`src/rtl/spi_av_rx_fifo_reader_pkg.sv`:
```
// Shared definitions for the SpeedSPI RX FIFO reader: register map, bit positions, fetch states.
package spi_av_rx_fifo_reader_pkg;

  localparam logic [2:0] REG_RX_DATA   = 3'h2;
  localparam logic [2:0] REG_RX_STATUS = 3'h3;
  localparam logic [2:0] REG_RX_CTRL   = 3'h4;
  localparam logic [2:0] REG_RX_BURST  = 3'h5;

  localparam int CTRL_PREFETCH_EN = 0;
  localparam int CTRL_FLUSH       = 1;
  localparam int CTRL_CLR_ERR     = 2;

  localparam int STATUS_EMPTY     = 16;
  localparam int STATUS_FULL      = 17;
  localparam int STATUS_OVERFLOW  = 18;
  localparam int STATUS_UNDERFLOW = 19;
  localparam int STATUS_BUSY      = 20;

  typedef enum logic {
    FETCH_IDLE = 1'b0,
    FETCH_WAIT = 1'b1
  } fetch_state_e;

  // Register bank hit: upper address bits zero, bank select matches, lower half of the bank.
  function automatic logic reg_hit(input logic [15:0] address, input logic [1:0] offset);
    return (address[15:6] == 10'd0) && (address[5:4] == offset) && !address[3];
  endfunction

endpackage

```
`src/rtl/spi_av_rx_fifo_reader_if.sv`:
```
// Avalon s0 slave port plus SPI engine receive handshake for the RX FIFO reader.
interface spi_av_rx_fifo_reader_if #(
  parameter int DATA_W = 8
);
  logic              avs_s0_read;
  logic              avs_s0_write;
  logic [15:0]       avs_s0_address;
  logic [31:0]       avs_s0_writedata;
  logic [31:0]       avs_s0_readdata;
  logic              read_start;
  logic [DATA_W-1:0] read_data;
  logic              read_save;

  // Interconnect / engine side.
  modport master (
    output avs_s0_read, avs_s0_write, avs_s0_address, avs_s0_writedata,
    output read_data, read_save,
    input  avs_s0_readdata, read_start
  );

  // Reader side.
  modport slave (
    input  avs_s0_read, avs_s0_write, avs_s0_address, avs_s0_writedata,
    input  read_data, read_save,
    output avs_s0_readdata, read_start
  );
endinterface

```
`src/rtl/spi_av_rx_fifo_reader_fifo.sv`:
```
// Synchronous RX FIFO with push/pop/flush; simultaneous push and pop is allowed even when full.
module spi_av_rx_fifo_reader_fifo #(
  parameter int DATA_W = 8,
  parameter int DEPTH  = 16,
  localparam int AW    = $clog2(DEPTH),
  localparam int LW    = AW + 1
) (
  input  logic              clk,
  input  logic              rst,
  input  logic              push,
  input  logic              pop,
  input  logic              flush,
  input  logic [DATA_W-1:0] din,
  output logic [DATA_W-1:0] dout,
  output logic [LW-1:0]     level,
  output logic              full,
  output logic              empty
);
  logic [DATA_W-1:0] mem [DEPTH];
  logic [AW-1:0]     wr_ptr;
  logic [AW-1:0]     rd_ptr;
  logic              do_push;
  logic              do_pop;

  assign do_pop  = pop && !empty;
  assign do_push = push && (!full || do_pop);
  assign full    = (level == LW'(DEPTH));
  assign empty   = (level == '0);
  assign dout    = mem[rd_ptr];

  // Pointers wrap naturally at the power-of-two depth; flush behaves like reset.
  always_ff @(posedge clk) begin
    if (rst || flush) begin
      wr_ptr <= '0;
      rd_ptr <= '0;
      level  <= '0;
    end else begin
      if (do_push) wr_ptr <= wr_ptr + 1'b1;
      if (do_pop)  rd_ptr <= rd_ptr + 1'b1;
      case ({do_push, do_pop})
        2'b10:   level <= level + 1'b1;
        2'b01:   level <= level - 1'b1;
        default: level <= level;
      endcase
    end
  end

  // Storage is not reset; contents are only visible once level says so.
  always_ff @(posedge clk) begin
    if (do_push && !flush) mem[wr_ptr] <= din;
  end

endmodule

```
`src/rtl/spi_av_rx_fifo_reader.sv`:
```
// Avalon-MM read path for the SpeedSPI controller: register decode, RX FIFO, fetch FSM, sticky errors.
//
//  state      | meaning
//  FETCH_IDLE | no transfer outstanding; may issue read_start
//  FETCH_WAIT | one transfer outstanding; waiting for read_save
module spi_av_rx_fifo_reader
  import spi_av_rx_fifo_reader_pkg::*;
#(
  parameter logic [1:0] OFFSET  = 2'd0,
  parameter int         DATA_W  = 8,
  parameter int         DEPTH   = 16,
  parameter int         BURST_W = 16
) (
  input logic                    clk,
  input logic                    rst,
  spi_av_rx_fifo_reader_if.slave bus
);
  localparam int LW = $clog2(DEPTH) + 1;

  logic               hit;
  logic [2:0]         reg_sel;
  logic               rd_data;
  logic               wr_ctrl;
  logic               wr_burst;
  logic               flush;
  logic               clr_err;
  logic               prefetch_en;
  logic [BURST_W-1:0] burst;
  logic               overflow;
  logic               underflow;
  logic               drop;
  logic [DATA_W-1:0]  head;
  logic [LW-1:0]      level;
  logic               full;
  logic               empty;
  logic               pop;
  logic               save_ok;
  logic               push;
  logic               ovf_set;
  logic               unf_set;
  fetch_state_e       state;
  fetch_state_e       state_next;
  logic               fire;
  logic               busy;
  logic [31:0]        status;
  logic [31:0]        rdata_next;
  logic               unused_wdata;

  assign hit      = reg_hit(bus.avs_s0_address, OFFSET);
  assign reg_sel  = bus.avs_s0_address[2:0];
  assign rd_data  = bus.avs_s0_read && hit && (reg_sel == REG_RX_DATA);
  assign wr_ctrl  = bus.avs_s0_write && hit && (reg_sel == REG_RX_CTRL);
  assign wr_burst = bus.avs_s0_write && hit && (reg_sel == REG_RX_BURST);
  assign flush    = wr_ctrl && bus.avs_s0_writedata[CTRL_FLUSH];
  assign clr_err  = wr_ctrl && bus.avs_s0_writedata[CTRL_CLR_ERR];
  assign unused_wdata = ^bus.avs_s0_writedata;

  // A popped slot can absorb a word saved in the same cycle, so full+pop still accepts the push.
  assign pop     = rd_data && !empty;
  assign save_ok = bus.read_save && !drop;
  assign push    = save_ok && !flush && (!full || pop);
  assign ovf_set = save_ok && !flush && full && !pop;
  assign unf_set = rd_data && empty;

  spi_av_rx_fifo_reader_fifo #(
    .DATA_W (DATA_W),
    .DEPTH  (DEPTH)
  ) u_fifo (
    .clk   (clk),
    .rst   (rst),
    .push  (push),
    .pop   (pop),
    .flush (flush),
    .din   (bus.read_data),
    .dout  (head),
    .level (level),
    .full  (full),
    .empty (empty)
  );

  // Fetch FSM state register.
  always_ff @(posedge clk) begin
    if (rst) state <= FETCH_IDLE;
    else     state <= state_next;
  end

  // Fetch FSM next state: a flush abandons the outstanding transfer.
  always_comb begin
    state_next = state;
    case (state)
      FETCH_IDLE: if (fire) state_next = FETCH_WAIT;
      FETCH_WAIT: if (bus.read_save || flush) state_next = FETCH_IDLE;
      default:    state_next = FETCH_IDLE;
    endcase
  end

  // Fetch FSM outputs: no new fetch while a flushed transfer is still in flight.
  always_comb begin
    fire = 1'b0;
    busy = (state != FETCH_IDLE);
    if (state == FETCH_IDLE && !drop && !flush) begin
      if (prefetch_en) fire = (burst != '0) && !full;
      else             fire = rd_data && (pop || !full);
    end
  end

  // read_start is a registered single-cycle pulse.
  always_ff @(posedge clk) begin
    if (rst) bus.read_start <= 1'b0;
    else     bus.read_start <= fire;
  end

  // Control and burst registers; a host write to BURST overrides the fetch decrement.
  always_ff @(posedge clk) begin
    if (rst) begin
      prefetch_en <= 1'b0;
      burst       <= '0;
    end else begin
      if (wr_ctrl) prefetch_en <= bus.avs_s0_writedata[CTRL_PREFETCH_EN];
      if (flush)                      burst <= '0;
      else if (wr_burst)              burst <= bus.avs_s0_writedata[BURST_W-1:0];
      else if (fire && prefetch_en)   burst <= burst - 1'b1;
    end
  end

  // Sticky error flags; a set event beats a clear in the same cycle.
  always_ff @(posedge clk) begin
    if (rst) begin
      overflow  <= 1'b0;
      underflow <= 1'b0;
    end else begin
      if (ovf_set)      overflow <= 1'b1;
      else if (clr_err) overflow <= 1'b0;
      if (unf_set)      underflow <= 1'b1;
      else if (clr_err) underflow <= 1'b0;
    end
  end

  // Drop marks that the next read_save belongs to a transfer abandoned by flush.
  always_ff @(posedge clk) begin
    if (rst)                                                drop <= 1'b0;
    else if (flush && state == FETCH_WAIT && !bus.read_save) drop <= 1'b1;
    else if (bus.read_save)                                 drop <= 1'b0;
  end

  // Status word and read mux.
  always_comb begin
    status                   = '0;
    status[8:0]              = 9'(level);
    status[STATUS_EMPTY]     = empty;
    status[STATUS_FULL]      = full;
    status[STATUS_OVERFLOW]  = overflow;
    status[STATUS_UNDERFLOW] = underflow;
    status[STATUS_BUSY]      = busy;
    rdata_next = '0;
    if (bus.avs_s0_read && hit) begin
      case (reg_sel)
        REG_RX_DATA:   rdata_next = empty ? '0 : 32'(head);
        REG_RX_STATUS: rdata_next = status;
        REG_RX_CTRL:   rdata_next = {31'd0, prefetch_en};
        REG_RX_BURST:  rdata_next = 32'(burst);
        default:       rdata_next = '0;
      endcase
    end
  end

  // Registered read data, zero whenever there is no read.
  always_ff @(posedge clk) begin
    if (rst) bus.avs_s0_readdata <= '0;
    else     bus.avs_s0_readdata <= rdata_next;
  end

endmodule

```
`src/flat_wrapper.sv`:
```
// flat-port wrapper written by rule: the top's interface ports become plain ports
module spi_av_rx_fifo_reader_flat import spi_av_rx_fifo_reader_pkg::*;
#(
  parameter logic [1:0] OFFSET  = 2'd0,
  parameter int         DATA_W  = 8,
  parameter int         DEPTH   = 16,
  parameter int         BURST_W = 16
)
  (clk, rst, bus_avs_s0_read, bus_avs_s0_write, bus_avs_s0_address, bus_avs_s0_writedata, bus_read_data, bus_read_save, bus_avs_s0_readdata, bus_read_start);
  spi_av_rx_fifo_reader_if #(.DATA_W(DATA_W)) bus_i ();
  input logic clk;
  input logic rst;
  input wire logic [$bits(bus_i.avs_s0_read)-1:0] bus_avs_s0_read;
  input wire logic [$bits(bus_i.avs_s0_write)-1:0] bus_avs_s0_write;
  input wire logic [$bits(bus_i.avs_s0_address)-1:0] bus_avs_s0_address;
  input wire logic [$bits(bus_i.avs_s0_writedata)-1:0] bus_avs_s0_writedata;
  input wire logic [$bits(bus_i.read_data)-1:0] bus_read_data;
  input wire logic [$bits(bus_i.read_save)-1:0] bus_read_save;
  output wire logic [$bits(bus_i.avs_s0_readdata)-1:0] bus_avs_s0_readdata;
  output wire logic [$bits(bus_i.read_start)-1:0] bus_read_start;
  assign bus_i.avs_s0_read = bus_avs_s0_read;
  assign bus_i.avs_s0_write = bus_avs_s0_write;
  assign bus_i.avs_s0_address = bus_avs_s0_address;
  assign bus_i.avs_s0_writedata = bus_avs_s0_writedata;
  assign bus_i.read_data = bus_read_data;
  assign bus_i.read_save = bus_read_save;
  assign bus_avs_s0_readdata = bus_i.avs_s0_readdata;
  assign bus_read_start = bus_i.read_start;
  spi_av_rx_fifo_reader #(.OFFSET(OFFSET), .DATA_W(DATA_W), .DEPTH(DEPTH), .BURST_W(BURST_W)) u_core (.clk(clk), .rst(rst), .bus(bus_i));
endmodule
```
`config.mk`:
```
export PLATFORM = sky130hd
export DESIGN_NAME = spi_av_rx_fifo_reader_flat
export DESIGN_NICKNAME = d
export VERILOG_FILES = /design/src/rtl/spi_av_rx_fifo_reader_pkg.sv /design/src/rtl/spi_av_rx_fifo_reader_if.sv /design/src/rtl/spi_av_rx_fifo_reader_fifo.sv /design/src/rtl/spi_av_rx_fifo_reader.sv /design/src/flat_wrapper.sv
export SDC_FILE = /design/constraint.sdc
export NUM_CORES = 1
export LEC_CHECK = 0
export BUFFER_PORTS_ARGS = -buffer_cell sky130_fd_sc_hd__buf_4
export CORE_MARGIN = 2
export CORE_UTILIZATION = 34
export DETAILED_ROUTE_END_ITERATION = 12
export RECOVER_POWER = 50
export SYNTH_ARGS = -nofsm -noshare
export SYNTH_HDL_FRONTEND = slang
export SYNTH_HIERARCHICAL = 1
export SYNTH_SLANG_ARGS = --single-unit
export TNS_END_PERCENT = 1
```
`constraint.sdc`:
```
create_clock -name clk -period 3.7 [get_ports clk]
set_clock_uncertainty 0.05 [all_clocks]
set_input_delay 0.74 -clock clk [delete_from_list [all_inputs] [get_ports clk]]
set_output_delay 0.74 -clock clk [all_outputs]
set_load 0.05 [all_outputs]
```
==> flow_metrics.tcl, run 1 <==
set metrics [dict create \
    outcome "complete, no violations" \
    r2r_setup_slack_ns 0.37 \
    clock-sinks 188 \
    route.detailed.drc 0 \
    dp_cells 938 \
    die_w_um 157 \
    fp.dieH_um 157 \
    async_flop_share_pct 0 \
    maxCapViolCount 0 \
    final_max_slew_viol_count 0 \
    finalSetupTns_ns 0 \
    wl_mm 17.2 \
    cts_setup_buffers 0 \
    grt_antenna_before_repair 0 \
    fin_crit_sh_pct 90.0 \
    synth.avg_cell_area_sq_um 14.3 \
    grt_max_degree 21 \
    clock_latency_ns 0.44 \
    power.total_mw 4.29 \
    worstMarginPinSlew_ns 1.01 \
    min_path_type "reg2reg" \
    ant_nets 0 \
    post_dp_cell_area_sq_um 8840 \
    worst_hold_slack_ns 0.434 \
    dpl_worst_slack_ns 0.105 \
    routabilityCongestion 0.859 \
    yosys_warnings 6 \
    ir_drop_uv 280 \
    htreeDepth 4 \
    yosysUniqueCellTypes 62 \
    worstSetupEndpointType "flip-flop" \
    route.vias.total 4895 \
    fin_cells 970 \
    cts_buffers 17 \
    cts_resized 0 \
    clk_pin_slew_ns 0.07 \
    clockBufferDepth 2 \
    powerDensity_nw_per_um2 461 \
    fin_nets 709 \
    hpwl_mm 12.1 \
    drtIter0Drc 353 \
    crit_slowest_cell "or4_4" \
    ios 94 \
    ys_ff_latch 188 \
    crit_family "simple AND/OR/NAND/NOR gates" \
    cts_hold_buf 0 \
    grt_pass1_wl_mm 26.7 \
    io_buffers 66 \
    slowest_delay_ns 0.55 \
    synthCells 560 \
    diodes 0 \
    design.core.area_sq_um 23300 \
    grt_overflow 0 \
    setup_viol 0 \
    synth-seq-area-share_pct 63.2 \
    stdcell_area_sq_um 9310 \
    final_core_util_pct 40.0 \
    crit_required_ns 3.97 \
    synth_ff_type "edfxtp_1" \
    dr.pass1.iters 5 \
    rows 56 \
    syn2layout_area_growth_pct 16.6 \
    slew_headroom_pct 32.9 \
    rsz0062_at_grt "no" \
    cts_tree "built" \
    leakagePower_nw 3.19 \
    hold_viol 0 \
    grt_pass1_vias 4869 \
    synth-edff-count 128 \
    synth_area_sq_um 7980 \
    wire_per_inst_um 17.7 \
    initial_core_util_pct 34.3 \
    die-area_sq_um 24700 \
    cp_data_arrival_time_ns 3.60 \
    crit_type "reg2reg" \
    layout_setup_ws_ns 0.369 \
    cts-root-buf "clkbuf_16" \
    timing.fmax_mhz 300 \
    crit_path_cell_trace "or4_4 -> nor2_1 -> nor3b_2 -> nor2b_1 -> nor2b_1 -> nor2_1 -> nor2b_1 -> o21ai_4 -> fa_1 -> nand2b_1 -> a21o_1 -> a311oi_1 -> nand3_1" \
    crit_path_max_fanout 6 \
    grt_usage_pct 14.2 \
    drt-vias-per-instance 5.05 \
    final_layout_size_suffix_gt1_share_pct 21.0 \
    worstSetupStartpointType "flip-flop" \
    worst-path-buf-inv 0 \
    cpMostUsedCell "nor2b_1" \
    post-route-min-period_ns 3.33 \
]
## power by group
group          total (mW)  switching (mW)  leakage (nW)  internal (mW)
clock                1.79           0.884         0.284          0.906
sequential           2.28          0.0140          1.64           2.26
combinational       0.223           0.142          1.27         0.0815
total                4.29            1.04          3.19           3.25
## layout by cell type (no fill, tap or decap), types with 4 or more instances in the layout
cell / count
inv_6: 4
ha_1: 9
and2_1: 7
clkbuf_16: 17
nand4_1: 10
nor2b_1: 10
nor4_1: 4
clkbuf_1: 32
a22oi_1: 24
a21oi_1: 12
dfxtp_1: 59
inv_1: 10
and3_1: 26
xor2_1: 17
inv_8: 5
mux2i_1: 5
edfxtp_1: 128
a22o_1: 4
nand2_1: 25
o21ai_1: 10
nor3_1: 9
o21ai_0: 9
nor2_1: 44
nand3_1: 11
mux4_2: 32
conb_1: 11
buf_4: 50
## flip-flops by register name, indices dropped and copies added (netlist names), 4 cells and up, named ones only
| register | flops |
|---|---|
| u_core/u_fifo/wr_ptr | 4 |
| u_core/bus.avs_s0_readdata | 21 |
| u_core/burst | 16 |
| u_core/u_fifo/mem | 128 |
| u_core/u_fifo/rd_ptr | 4 |
| u_core/u_fifo/level | 5 |
## path summary, 6_finish.rpt
path,startpoint,end,depth (start not counted)
min reg2reg,u_core/underflow$_SDFFE_PP0P_,u_core/bus.avs_s0_readdata[19]$_SDFF_PP0_,1
max,u_core/u_fifo/level[3]$_SDFFE_PP0P_,u_core/u_fifo/level[4]$_SDFFE_PP0P_,13
min,u_core/underflow$_SDFFE_PP0P_,u_core/bus.avs_s0_readdata[19]$_SDFF_PP0_,1
max reg2reg,u_core/u_fifo/level[3]$_SDFFE_PP0P_,u_core/u_fifo/level[4]$_SDFFE_PP0P_,13
## per-layer routing
metal | vias up | wire length, um | global-route usage, % | part of all wire, %
met5 | - | 0 | 0 | 0
met4 | 0 | 200 | 4.50 | 1.2
met3 | 16 | 1090 | 3.03 | 6.3
met2 | 176 | 8180 | 23.3 | 48
met1 | 2420 | 7720 | 18.8 | 45
li1 | 2283 | - | - | -
## cells in the mapped netlist (9+ instances only)
library cell,count,share of area [%]
nand3_1,11,0.69
dfxtp_1,60,15
edfxtp_1,128,48
clkbuf_1,12,0.56
xor2_1,17,1.9
o21ai_0,9,0.56
inv_1,10,0.47
mux4_2,32,9.0
and3_1,26,2.0
nor3_1,9,0.56
a22oi_1,24,2.3
nor2_1,44,2.1
nand2_1,25,1.2
a21oi_1,12,0.75
nand4_1,10,0.78
buf_4,11,1.0
nor2b_1,10,0.78
o21ai_1,10,0.63
ha_1,9,1.4
## final cells by class
cell class | count | area (sq um)
fill | 2198 | 14000
sequential | 188 | 5050
multi-input combinational | 337 | 2730
timing repair buffer | 83 | 503
clock buffer | 17 | 425
tap | 319 | 399
clock inverter | 15 | 160
inverter | 11 | 41.3
## cell families (layout without fill, tap and decap cells)
group                    Yosys count  count (layout)  share of synthesized area [%]
flip-flops                       188             188                           63.2
AND/OR/NAND/NOR                  176             176                           12.5
AO/OA/AOI/OAI                     82              82                           7.62
buffers and inverters             45             126                           3.01
multiplexers                      38              38                           9.80
XOR/XNOR                          20              20                           2.19
adder cells (fa/ha/maj)           10              10                           1.66
other                              1              11                         0.0470
## worst reg2reg max path: cells and delay by family, from the launching register on
| family | cells | cell delay (ns) |
|---|---|---|
| AO/OA/AOI/OAI | 3 | 0.57 |
| flip-flops | 1 | 0.36 |
| AND/OR/NAND/NOR | 9 | 1.81 |
| adder cells (fa/ha/maj) | 1 | 0.40 |
No activity file was read; power rests on OpenSTA's default activity.
==> inputs of run 2 (changes only) <==
==> constraint.sdc (replaced) <==
create_clock -name clk -period 3.04 [get_ports clk]
set_clock_uncertainty 0.05 [all_clocks]
set_input_delay 0.608 -clock clk [delete_from_list [all_inputs] [get_ports clk]]
set_output_delay 0.608 -clock clk [all_outputs]
set_load 0.05 [all_outputs]
==> run 2 against run 1 <==
Clock power is 22% higher. Non-clock buffer count grew 32. Cell area grew 5.7%. Register-to-register slack worse by 0.26 ns. Combinational power rose by 48%. Critical endpoint unchanged.
==> flow_metrics.tcl, run 2 (synthesis results as in run 1) <==
set metrics [dict create \
    ios 94 \
    min_path_cells 2 \
    clock_latency_ns 0.43 \
    layout_common_cells "128 x edfxtp_1, 66 x buf_4, 59 x dfxtp_1" \
    cts_setup_buffers 0 \
    power.total_mw 5.29 \
    reg2reg_depth 13 \
    final_common_cell "edfxtp_1" \
    grt_usage_pct 14.2 \
    post_dp_cell_area_sq_um 9360 \
    fin_cells 1001 \
    drt-vias-per-instance 5.01 \
    slew_headroom_pct 42.3 \
    ir_drop_uv 396 \
    grt_max_degree 33 \
    stdcell_area_sq_um 9840 \
    largest_register "u_core/u_fifo/mem" \
    hpwl_mm 12.2 \
    htreeDepth 4 \
    dr.pass1.iters 5 \
    fp.dieH_um 157 \
    cp_data_arrival_time_ns 3.26 \
    worstSetupStartpointType "flip-flop" \
    crit_type "reg2reg" \
    rows 56 \
    grt_pass1_wl_mm 26.9 \
    fin_crit_sh_pct 96.6 \
    setup_viol 0 \
    hold_viol 0 \
    clockBufferDepth 2 \
    crit_path_max_fanout 4 \
    clkPwrFrac_pct 41.4 \
    cts_hold_buf 0 \
    routabilityCongestion 0.817 \
    route.detailed.drc 0 \
    leakagePower_nw 3.43 \
    final_core_util_pct 42.3 \
    final_layout_size_suffix_gt1_share_pct 26.5 \
    post-route-min-period_ns 2.94 \
    grt_overflow 0 \
    crit_required_ns 3.36 \
    diodes 0 \
    min_path_type "in2reg" \
    wl_mm 17.2 \
    die-area_sq_um 24700 \
    top_regs "u_core/u_fifo/mem x128, u_core/bus.avs_s0_readdata x21, u_core/burst x16" \
    dp_cells 970 \
    clk_pin_slew_ns 0.07 \
    cts-root-buf "clkbuf_16" \
    cts_tree "built" \
    switchingPower_mw 1.23 \
    io_buffers 66 \
    initial_core_util_pct 34.3 \
    timing.fmax_mhz 341 \
    fillers 2117 \
    final_max_slew_viol_count 0 \
    cts_buffers 17 \
    design.core.area_sq_um 23300 \
    fin_nets 741 \
    power_frac_seq_pct 52.3 \
    intPower_mw 4.05 \
    grt_antenna_before_repair 0 \
    die_w_um 157 \
    clock-sinks 188 \
    maxCapViolCount 0 \
    worstSetupEndpointType "flip-flop" \
    powerDensity_nw_per_um2 537 \
    sw_frac_of_total_pct 23.3 \
    p_comb_share_pct 6.2 \
    outcome "complete, no violations" \
    cts_resized 0 \
    wire_per_inst_um 17.2 \
    ant_nets 0 \
    rsz0062_at_grt "no" \
    drtIter0Drc 234 \
    largest_register_ffs 128 \
    route.vias.total 5020 \
    grt_pass1_vias 5039 \
    worstMarginPinSlew_ns 0.865 \
    syn2layout_area_growth_pct 23.3 \
]
run 2: cell types whose count changed in the layout (fill, tap and decap cells not counted), moves of 2 or more:
cell,before,now
nor4_4,0,2
and2_1,7,5
and2_0,1,3
nor2_1,44,41
nor2_2,2,4
buf_4,50,66
nor4_1,4,2
buf_12,0,16
clkinv_8,3,1
nor2b_1,10,7
nor2b_4,0,3
run 2: worst max-delay path, cell delays in order (launching register included):
cell and delay, ns:
dfxtp_1 0.31, or4_4 0.55, nor2_4 0.19, nor3b_4 0.07
nor2b_4 0.14, nor2b_4 0.11, nor2_1 0.09, nor2b_4 0.13
o21ai_4 0.08, fa_2 0.34, nand2b_4 0.16, a2111oi_1 0.47
a311oi_2 0.09, nand3_1 0.09
run 2: area by class of cell:
class	instances	area, sq um	share of cell area (%)
Multi-Input combinational cell	337	2830	28.8
Clock inverter	13	151	1.54
Clock buffer	18	429	4.36
Inverter	11	41.3	0.420
Timing Repair Buffer	115	943	9.59
Tap cell	319	399	4.06
Sequential cell	188	5050	51.3
run 2: power by group through the flow:
stage,clock network (mW),logic [mW],registers (mW)
after floorplan,0,0.190,2.83
after global placement,0,0.317,2.82
after detailed placement,0,0.330,2.83
after CTS,2.25,0.331,2.77
after global routing,2.35,0.356,2.77
final,2.19,0.330,2.77
run 2: path summary, 6_finish.rpt:
path	end	from	slack, ns
max	u_core/u_fifo/level[4]$_SDFFE_PP0P_	u_core/u_fifo/level[3]$_SDFFE_PP0P_	0.10
min	u_core/drop$_SDFFE_PP0P_	bus_read_save	0.32
max reg2reg	u_core/u_fifo/level[4]$_SDFFE_PP0P_	u_core/u_fifo/level[3]$_SDFFE_PP0P_	0.10
min reg2reg	u_core/bus.avs_s0_readdata[18]$_SDFF_PP0_	u_core/overflow$_SDFFE_PP0P_	0.44
run 2: metal layers:
layer  GRT usage, %  share of wire [%]
met3           3.58                5.9
met1           18.8                 45
met5              0                  0
met4           3.51               0.90
met2           23.4                 48
run 2: per-stage QoR:
step | setup TNS, ns | hold slack, ns | setup WS, ns
floorplan | -0.0237 | 0.381 | -0.0237
global placement | -0.167 | 0.411 | -0.0892
global route | 0 | 0.309 | 0.0210
CTS | 0 | 0.303 | 0.0529
finish | 0 | 0.324 | 0.104
detailed placement | -0.315 | 0.420 | -0.160
